--- config.mk ---
export PLATFORM = sky130hd
export DESIGN_NAME = audio_stream_mixer
export DESIGN_NICKNAME = d
export VERILOG_FILES = /design/src/rtl/audio_stream_mixer.sv
export SDC_FILE = /design/constraint.sdc
export NUM_CORES = 1
export LEC_CHECK = 0
export BUFFER_PORTS_ARGS = -buffer_cell sky130_fd_sc_hd__clkbuf_2
export CELL_PAD_IN_SITES_DETAIL_PLACEMENT = 0
export CELL_PAD_IN_SITES_GLOBAL_PLACEMENT = 2
export CORE_MARGIN = 1
export CORE_UTILIZATION = 39
export CTS_CLUSTER_DIAMETER = 50
export CTS_CLUSTER_SIZE = 20
export DETAILED_ROUTE_END_ITERATION = 8
export HOLD_SLACK_MARGIN = 0.15
export PLACE_DENSITY = 0.78
export SETUP_SLACK_MARGIN = 0.1
export SLEW_MARGIN = 10
export SYNTH_ARGS = -nofsm -noshare
export SYNTH_HDL_FRONTEND = slang
export SYNTH_SLANG_ARGS = --single-unit
--- constraint.sdc ---
create_clock -name CLOCK_50 -period 4.6 [get_ports CLOCK_50]
set_input_delay 0.46 -clock CLOCK_50 [delete_from_list [all_inputs] [get_ports CLOCK_50]]
set_output_delay 0.46 -clock CLOCK_50 [all_outputs]
set_load 0.05 [all_outputs]
--- src/rtl/audio_stream_mixer.sv ---
// audio_stream_mixer: mixes N_CH signed voices into a stereo frame, one voice
// per cycle, and queues frames in a small FIFO that feeds a codec controller.
// Output is held off for HOLDOFF_CYC cycles after reset so the codec can settle.
// Optional feature: define MIXER_SATURATE_EN to clamp each mixed frame to the
// OUT_W signed range; otherwise the frame wraps to the low OUT_W bits.
module audio_stream_mixer #(
    parameter int N_CH        = 4,
    parameter int SAMPLE_W    = 16,
    parameter int OUT_W       = 32,
    parameter int DEPTH       = 8,
    parameter int HOLDOFF_CYC = 1024
) (
    input  logic                        CLOCK_50,
    input  logic                        resetn,
    input  logic [N_CH*SAMPLE_W-1:0]    voice_data,
    input  logic [N_CH*4-1:0]           voice_gain,
    input  logic [N_CH-1:0]             voice_left_en,
    input  logic [N_CH-1:0]             voice_right_en,
    input  logic                        voice_valid,
    output logic                        voice_ready,
    input  logic                        audio_out_allowed,
    output logic                        write_audio_out,
    output logic [OUT_W-1:0]            left_channel_audio_out,
    output logic [OUT_W-1:0]            right_channel_audio_out,
    output logic [$clog2(DEPTH):0]      fifo_level,
    output logic                        underrun,
    output logic                        ready_to_play
);

    localparam int ACC_W  = OUT_W + $clog2(N_CH) + 1;
    localparam int ALIGN  = OUT_W - SAMPLE_W;
    localparam int PTR_W  = $clog2(DEPTH);
    localparam int LVL_W  = PTR_W + 1;
    localparam int IDX_W  = (N_CH > 1) ? $clog2(N_CH) : 1;
    localparam int HOLD_W = (HOLDOFF_CYC > 1) ? $clog2(HOLDOFF_CYC) : 1;

    localparam logic [HOLD_W-1:0] HOLD_LAST = HOLD_W'(HOLDOFF_CYC - 1);
    localparam logic [IDX_W-1:0]  LAST_IDX  = IDX_W'(N_CH - 1);

    typedef enum logic [1:0] {HOLD, IDLE, ACCUM, PUSH} state_t;

    state_t                     state, state_next;
    logic [HOLD_W-1:0]          hold_cnt;
    logic [IDX_W-1:0]           idx;
    logic signed [SAMPLE_W-1:0] voice_q [N_CH];
    logic [3:0]                 gain_q  [N_CH];
    logic [N_CH-1:0]            left_en_q, right_en_q;
    logic signed [ACC_W-1:0]    acc_l, acc_r;
    logic signed [OUT_W-1:0]    term_ext, term_aligned, term_scaled;
    logic signed [ACC_W-1:0]    term;
    logic [OUT_W-1:0]           frame_l, frame_r;
    logic [OUT_W-1:0]           mem_l [DEPTH];
    logic [OUT_W-1:0]           mem_r [DEPTH];
    logic [PTR_W-1:0]           wr_ptr, rd_ptr;
    logic                       handshake, push, pop;

    assign ready_to_play   = (state != HOLD);
    assign voice_ready     = (state == IDLE) && (fifo_level < LVL_W'(DEPTH));
    assign handshake       = voice_valid && voice_ready;
    assign push            = (state == PUSH);
    assign pop             = ready_to_play && audio_out_allowed && (fifo_level != '0);
    assign write_audio_out = pop;
    assign underrun        = ready_to_play && audio_out_allowed && (fifo_level == '0) && !push;
    assign left_channel_audio_out  = mem_l[rd_ptr];
    assign right_channel_audio_out = mem_r[rd_ptr];

    // State register.
    // NOTE: sequential state uses non-blocking assignments so every flop samples pre-edge values.
    always_ff @(posedge CLOCK_50 or negedge resetn) begin
        if (!resetn) state <= HOLD;
        else         state <= state_next;
    end

    // Next-state logic: holdoff, wait for a frame, accumulate voices, push.
    // NOTE: next state gets a default first so no path leaves it unassigned (no latch).
    always_comb begin
        state_next = state;
        case (state)
            HOLD:    if (hold_cnt == HOLD_LAST) state_next = IDLE;
            IDLE:    if (handshake)             state_next = ACCUM;
            ACCUM:   if (idx == LAST_IDX)       state_next = PUSH;
            PUSH:                               state_next = IDLE;
            default:                            state_next = HOLD;
        endcase
    end

    // Holdoff counter; restarts from zero on every reset.
    always_ff @(posedge CLOCK_50 or negedge resetn) begin
        if (!resetn)                                    hold_cnt <= '0;
        else if (state == HOLD && hold_cnt != HOLD_LAST) hold_cnt <= hold_cnt + HOLD_W'(1);
    end

    // Scale the current voice: sign-extend, left-align, then attenuate by gain.
    always_comb begin
        term_ext     = OUT_W'(voice_q[idx]);
        term_aligned = term_ext <<< ALIGN;
        term_scaled  = term_aligned >>> gain_q[idx];
        term         = ACC_W'(term_scaled);
    end

    // Capture a frame on handshake, then add one voice per cycle.
    always_ff @(posedge CLOCK_50 or negedge resetn) begin
        if (!resetn) begin
            for (int k = 0; k < N_CH; k++) begin
                voice_q[k] <= '0;
                gain_q[k]  <= '0;
            end
            left_en_q  <= '0;
            right_en_q <= '0;
            idx        <= '0;
            acc_l      <= '0;
            acc_r      <= '0;
        end else if (handshake) begin
            for (int k = 0; k < N_CH; k++) begin
                voice_q[k] <= voice_data[k*SAMPLE_W +: SAMPLE_W];
                gain_q[k]  <= voice_gain[k*4 +: 4];
            end
            left_en_q  <= voice_left_en;
            right_en_q <= voice_right_en;
            idx        <= '0;
            acc_l      <= '0;
            acc_r      <= '0;
        end else if (state == ACCUM) begin
            if (left_en_q[idx])  acc_l <= acc_l + term;
            if (right_en_q[idx]) acc_r <= acc_r + term;
            idx <= idx + IDX_W'(1);
        end
    end

`ifdef MIXER_SATURATE_EN
    localparam logic signed [ACC_W-1:0] SAT_HI = ACC_W'({1'b0, {(OUT_W-1){1'b1}}});
    localparam logic signed [ACC_W-1:0] SAT_LO = ACC_W'(signed'({1'b1, {(OUT_W-1){1'b0}}}));

    // Clamp the finished accumulators to the codec sample range.
    always_comb begin
        if (acc_l > SAT_HI)      frame_l = SAT_HI[OUT_W-1:0];
        else if (acc_l < SAT_LO) frame_l = SAT_LO[OUT_W-1:0];
        else                     frame_l = acc_l[OUT_W-1:0];
        if (acc_r > SAT_HI)      frame_r = SAT_HI[OUT_W-1:0];
        else if (acc_r < SAT_LO) frame_r = SAT_LO[OUT_W-1:0];
        else                     frame_r = acc_r[OUT_W-1:0];
    end
`else
    // Keep the low OUT_W bits of the finished accumulators (two's-complement wrap).
    always_comb begin
        frame_l = acc_l[OUT_W-1:0];
        frame_r = acc_r[OUT_W-1:0];
    end
`endif

    // Frame FIFO: push from PUSH state, pop on codec strobe.
    // NOTE: storage is reset too, because the head is visible on the outputs and must read 0 in reset.
    always_ff @(posedge CLOCK_50 or negedge resetn) begin
        if (!resetn) begin
            for (int k = 0; k < DEPTH; k++) begin
                mem_l[k] <= '0;
                mem_r[k] <= '0;
            end
            wr_ptr     <= '0;
            rd_ptr     <= '0;
            fifo_level <= '0;
        end else begin
            if (push) begin
                mem_l[wr_ptr] <= frame_l;
                mem_r[wr_ptr] <= frame_r;
                wr_ptr        <= wr_ptr + PTR_W'(1);
            end
            if (pop) rd_ptr <= rd_ptr + PTR_W'(1);
            case ({push, pop})
                2'b10:   fifo_level <= fifo_level + LVL_W'(1);
                2'b01:   fifo_level <= fifo_level - LVL_W'(1);
                default: fifo_level <= fifo_level;
            endcase
        end
    end

endmodule

# After elaboration in Yosys (flattened, before gate mapping)
# Index checks and enable logic that the tools add are counted.
# totals
input_bits	92
output_inout_bits	72
word_cells	116
reg_bits	694
# op_classes
n_eq_ne	11
reduce_logical	20
muxes	33
n_lt_le_gt_ge	6
n_bitwise	3
addsub	8
shifts	1
# ops
operator	n
$bwmux 256	2
$mux 35	6
$bmux 32 s3	2
$mux 32	5
$demux 32 s3	1
$add 35x32->35	2
$bmux 16 s2	1
$mux 16	2
$sshr 32x4->32	1
$add 10x1->10 const B	1
$eq 10x10->1 const B	1
$mux 2	5
$ne 10x10->1 const B	1
$reduce_bool 2->1	5
$bmux 4 s2	1
$eq 2x2->1 const B	4
$ge 4x4->1 const B	2
$logic_and 1x1->1	8
$mux 4	2
$not 3->4	2
$pmux 2 s4	1
$pmux 4 s2	1
$add 3x1->3 const B	2
$ne 2x2->1 const B	3
17 further kinds	21

# Depth between registers and ports, before layout
# depth
ltp_word	9
mapped_depth	22
ltp_nobuf	19

# Worst setup path before layout
# No wires, ideal clock.
# synth_path
path_kind	register to register
startpoint	reg idx[0]
endpoint	reg acc_r[31]
path_slack_ns	-0.098
arrival_ns	4.619
setup_time_ns	0.079
stages_incl_launch_ff	20
n_path_buf	4
cell_sequence	dfrtp_1 buf_6 mux4_2 buf_6 clkbuf_1 buf_1 mux2i_1 mux2i_1 mux2i_1 o32ai_1 ha_1 and3_1 nand2_1 or3_1 o211ai_2 o2111ai_1 a2111oi_0 o22ai_1 mux2i_1 mux2i_1
# synth_via
elab_chain_len	9
# synth_lines
element	line	source
start: declaration	44	logic [IDX_W-1:0] idx;
start signal: assignment	126	idx <= idx + IDX_W'(1);
$not 2->3 (implied by the code)	95, 97	
$bmux 16 s2 or $bmux 4 s2 (tied branches)	95, 97	
$mux 16 (implied by the code) or $mux 4 (tied branches) (2 in series)	95, 97	
$sshr 32x4->32	97	term_scaled = term_aligned >>> gain_q[idx];
$add 35x32->35	125	if (right_en_q[idx]) acc_r <= acc_r + term;
$mux 35	125	
$mux 35	123	end else if (state == ACCUM) begin
$mux 35	113	end else if (handshake) begin
end signal: assignment	125	
end: declaration	48	logic signed [ACC_W-1:0] acc_l, acc_r;
# Several ways; a longest one is shown, not always the timed one. The select of a mux whose other input is x is not followed.
# A chain may end at the register's enable or synchronous reset.

# Final worst setup path
# layout_path
startpoint	reg idx[0]
endpoint	reg acc_l[26]
# layout_via
elab_chain_len	9
# layout_lines
element	line	source
$not 2->3 (implied by the code)	95, 97	
$bmux 16 s2 or $bmux 4 s2 (tied branches)	95, 97	
$mux 16 (implied by the code) or $mux 4 (tied branches) (2 in series)	95, 97	
$sshr 32x4->32	97	
$add 35x32->35	124	if (left_en_q[idx]) acc_l <= acc_l + term;
$mux 35	124	
$mux 35	123	
$mux 35	113	
end signal: assignment	124	
end: declaration	48	
# Several ways; a longest one is shown, not always the timed one. The select of a mux whose other input is x is not followed.

==> impl_results.md <==
* Status: finished clean
* Area contributors post-synth: dfrtp_1, mux2_2, mux4_2
* Compound-cell area share of the yosys netlist at 0.0569
* # rows at 107
* WL per Instance at 21.2 µm
* CP required at 5.16 ns
* EDFF count, synth at 0
* RePlAce Congestion at 0.907
* Worst setup SP type: register
* Commonest non-fill, non-tap cell in the layout: dfrtp_1
* Vias at 22700
* Worst-skew pair later-pin latency at 0.67 ns
* Starting DRT DRC Count at 1485
* Most frequent cells in the layout: dfrtp_1, mux2_2, nand2_1
* Max_cap viols at 0
* Final period utilization at 0.975
* CTS tree: built
* Hold_ws at 0.320 ns
* Port buffer count at 161
* Cell variety after synth at 79
* Total CTS buffers at 84
* Die Wd at 296 µm
* Core region area at 0.0854 mm²
* Nets at 3165
* Initial antenna violation count at 1
* RSZ-0062 raised after global routing: true
* Slew HR at 0.505
* Placement Cell Area at 0.0366 mm²
* Register area at 0.0168 mm²
* Final min period at 4.48 ns
* Syn avg cell area at 12.6 µm²
* Synth Flop Type: dfrtp_1
* Setup total negative slack at 0 ns
* Mapped Cells at 2684
* DP Cell Count at 3951
* Longest Clk Path Bufs at 3
* Gr usage total at 0.207
* DP HPWL at 58.1 mm
* Fillers at 7589
* Critical-path cell list: mux4_2 -> buf_12 -> buf_12 -> mux2i_4 -> mux2i_4 -> mux2_4 -> nor2_4 -> a21oi_4 -> ha_4 -> nand2_4 -> nor2_4 -> and4_4 -> nor4b_4 -> o211ai_1 -> nand4_1 -> nand4_1 -> and2_4 -> or4_1 -> a31oi_1
* Post-Synth Simple-Gate Area at 0.0806
* Hold crit path type: input port to register
* Synth Area in Adders at 0.0259
* Synth-to-Final Area Change at 23.8%
* Top-area cell type share of the netlist area at 0.497
* Post-Layout Cell Count at 4224
* First-pass GRT wire length at 139 mm
* H-tree levels at 3
* Die area at 0.0876 mm²
* Largest family of logic cells by synthesized area: multiplexers
* Final setup vio count at 0
* Cell accounting for the most synthesized area: dfrtp_1
* Cell Area, Synth at 0.0337 mm²
* Crit. End Element: register
* Clock Tree Root: clkbuf_16
* Pin count of the biggest net entering global routing at 117
* Xor-xnor portion of the synthesized cell area at 0.0174
* Share of cells above drive strength 1 at 0.433
* Multi-input logic area at 0.0170 mm²
* Slew Viols, Final at 0
* Clk slew on worst S/H paths at 0.07 ns
* Ys async rst share at 1.00
* Vias in the first global route at 23700
* Grt ovf at 0
* Crit-path slowest cell: mux4_2
* DIE HEIGHT at 296 µm
* Vias per cell at 5.37
* Largest fanout on the critical path at 8
* Clock Sinks at 670
* Pre-Repair DR Iteration Count at 5
* CP top delay family: simple AND/OR/NAND/NOR gates
* Initial Utilization at 0.395
* Fmax at 223 MHz
* CP peak stage delay at 0.61 ns
* DRC violations left at 0
* Post-route ant nets at 0
* DRT Wirelength at 89.7 mm
* Slew @ Worst Pin at 0.742 ns
* Final Hold Violating Endpoints at 0
* Post-synthesis register bit count at 670
* I/O Pins at 164
* WP buf/inv at 2
* Mux share of post-synthesis cell area at 0.298
* WP data arrival at 5.05 ns
* Setup CP Type: register to register
* Skew final at 0.0475 ns
* Yosys warns at 0
* Final Cell Area at 0.0417 mm²
* Sequential element share of the synthesized area at 0.497
==> state kept, by name, summed over array words and instances, names as in the netlist <==
name,flops
mem_l,248
mem_r,248
voice_q,64
acc_l,31
acc_r,31
gain_q,16
hold_cnt,10
fifo_level,4
left_en_q,4
right_en_q,4
rd_ptr,3
wr_ptr,3
idx,2
state,2
==> cells in the mapped netlist, types with 7 or more instances <==
master	count
o31ai_1	7
o21bai_1	8
mux2i_1	50
nand2_1	399
xnor2_1	35
a21o_1	38
xor2_1	32
a31oi_1	8
nand2b_1	14
clkbuf_1	136
ha_1	64
and3_1	12
nor3_1	21
dfrtp_1	670
nand3_1	31
nand4_1	19
and2_1	9
o21ai_1	9
buf_1	34
or3_1	11
mux4_2	144
a211oi_1	9
inv_1	22
o211ai_1	9
o21ai_0	71
nor2_1	53
nor2b_1	14
a21oi_1	105
mux2_2	553
nor3b_1	7
==> routing by layer <==
layer  share of wire  track usage
met5               0            0
met4           0.027       0.0659
met3           0.031       0.0249
met2            0.48        0.334
met1            0.46        0.291
==> worst paths after layout <==
| kind | startpoint | cells past startpoint | to | slack (ns) |
|---|---|---|---|---|
| max | idx[0] | 19 | acc_l[26] | 0.12 |
| min | audio_out_allowed | 3 | rd_ptr[0] | 0.32 |
| max reg2reg | idx[0] | 19 | acc_l[26] | 0.12 |
| min reg2reg | voice_q[14] | 2 | voice_q[14] | 0.47 |
| max in group asynchronous | resetn | 3 | mem_r[143] | 3.06 |
| min in group asynchronous | resetn | 2 | mem_l[140] | 0.42 |
==> kinds of logic after synthesis <==
logic type | Yosys count
AOI/OAI and AO/OA | 309
and+or+nand+nor | 613
other | 1
buffers and inverters | 202
adders and majority gates | 70
DFF | 670
muxes | 752
xor gates and xnor gates | 67
==> what timing repair did <==
item,CTS,global route
cloned,1,1
setup buffers,7,17
pin swaps,7,44
gates resized for setup,35,137
hold buffers,89,0
hold endpoints to repair,162,0
setup endpoints to repair,21,36
==> through the flow <==
stage | util | worst slack (ns)
floorplan | - | 0.112
global placement | 0.429 | -0.145
detailed placement | 0.429 | -0.136
CTS | 0.479 | 0.0394
global route | 0.488 | -0.124
finish | 0.488 | 0.115
==> worst min-delay path, stage by stage <==
cell and delay [ns]:
clkbuf_2 0.08, and3_1 0.29, xor2_1 0.11
==> final cells by class <==
class | instances | share of cell area
multi-input combinational | 1813 | 0.407
sequential | 670 | 0.402
timing repair buffer | 416 | 0.0790
clock buffer | 86 | 0.0510
tap | 1144 | 0.0343
clock inverter | 71 | 0.0246
inverter | 23 | 0.00213
antenna | 1 | 0.0000600
Power is not shown: default switching activity piles up to over one toggle a cycle in this logic, so the estimate is an artifact.
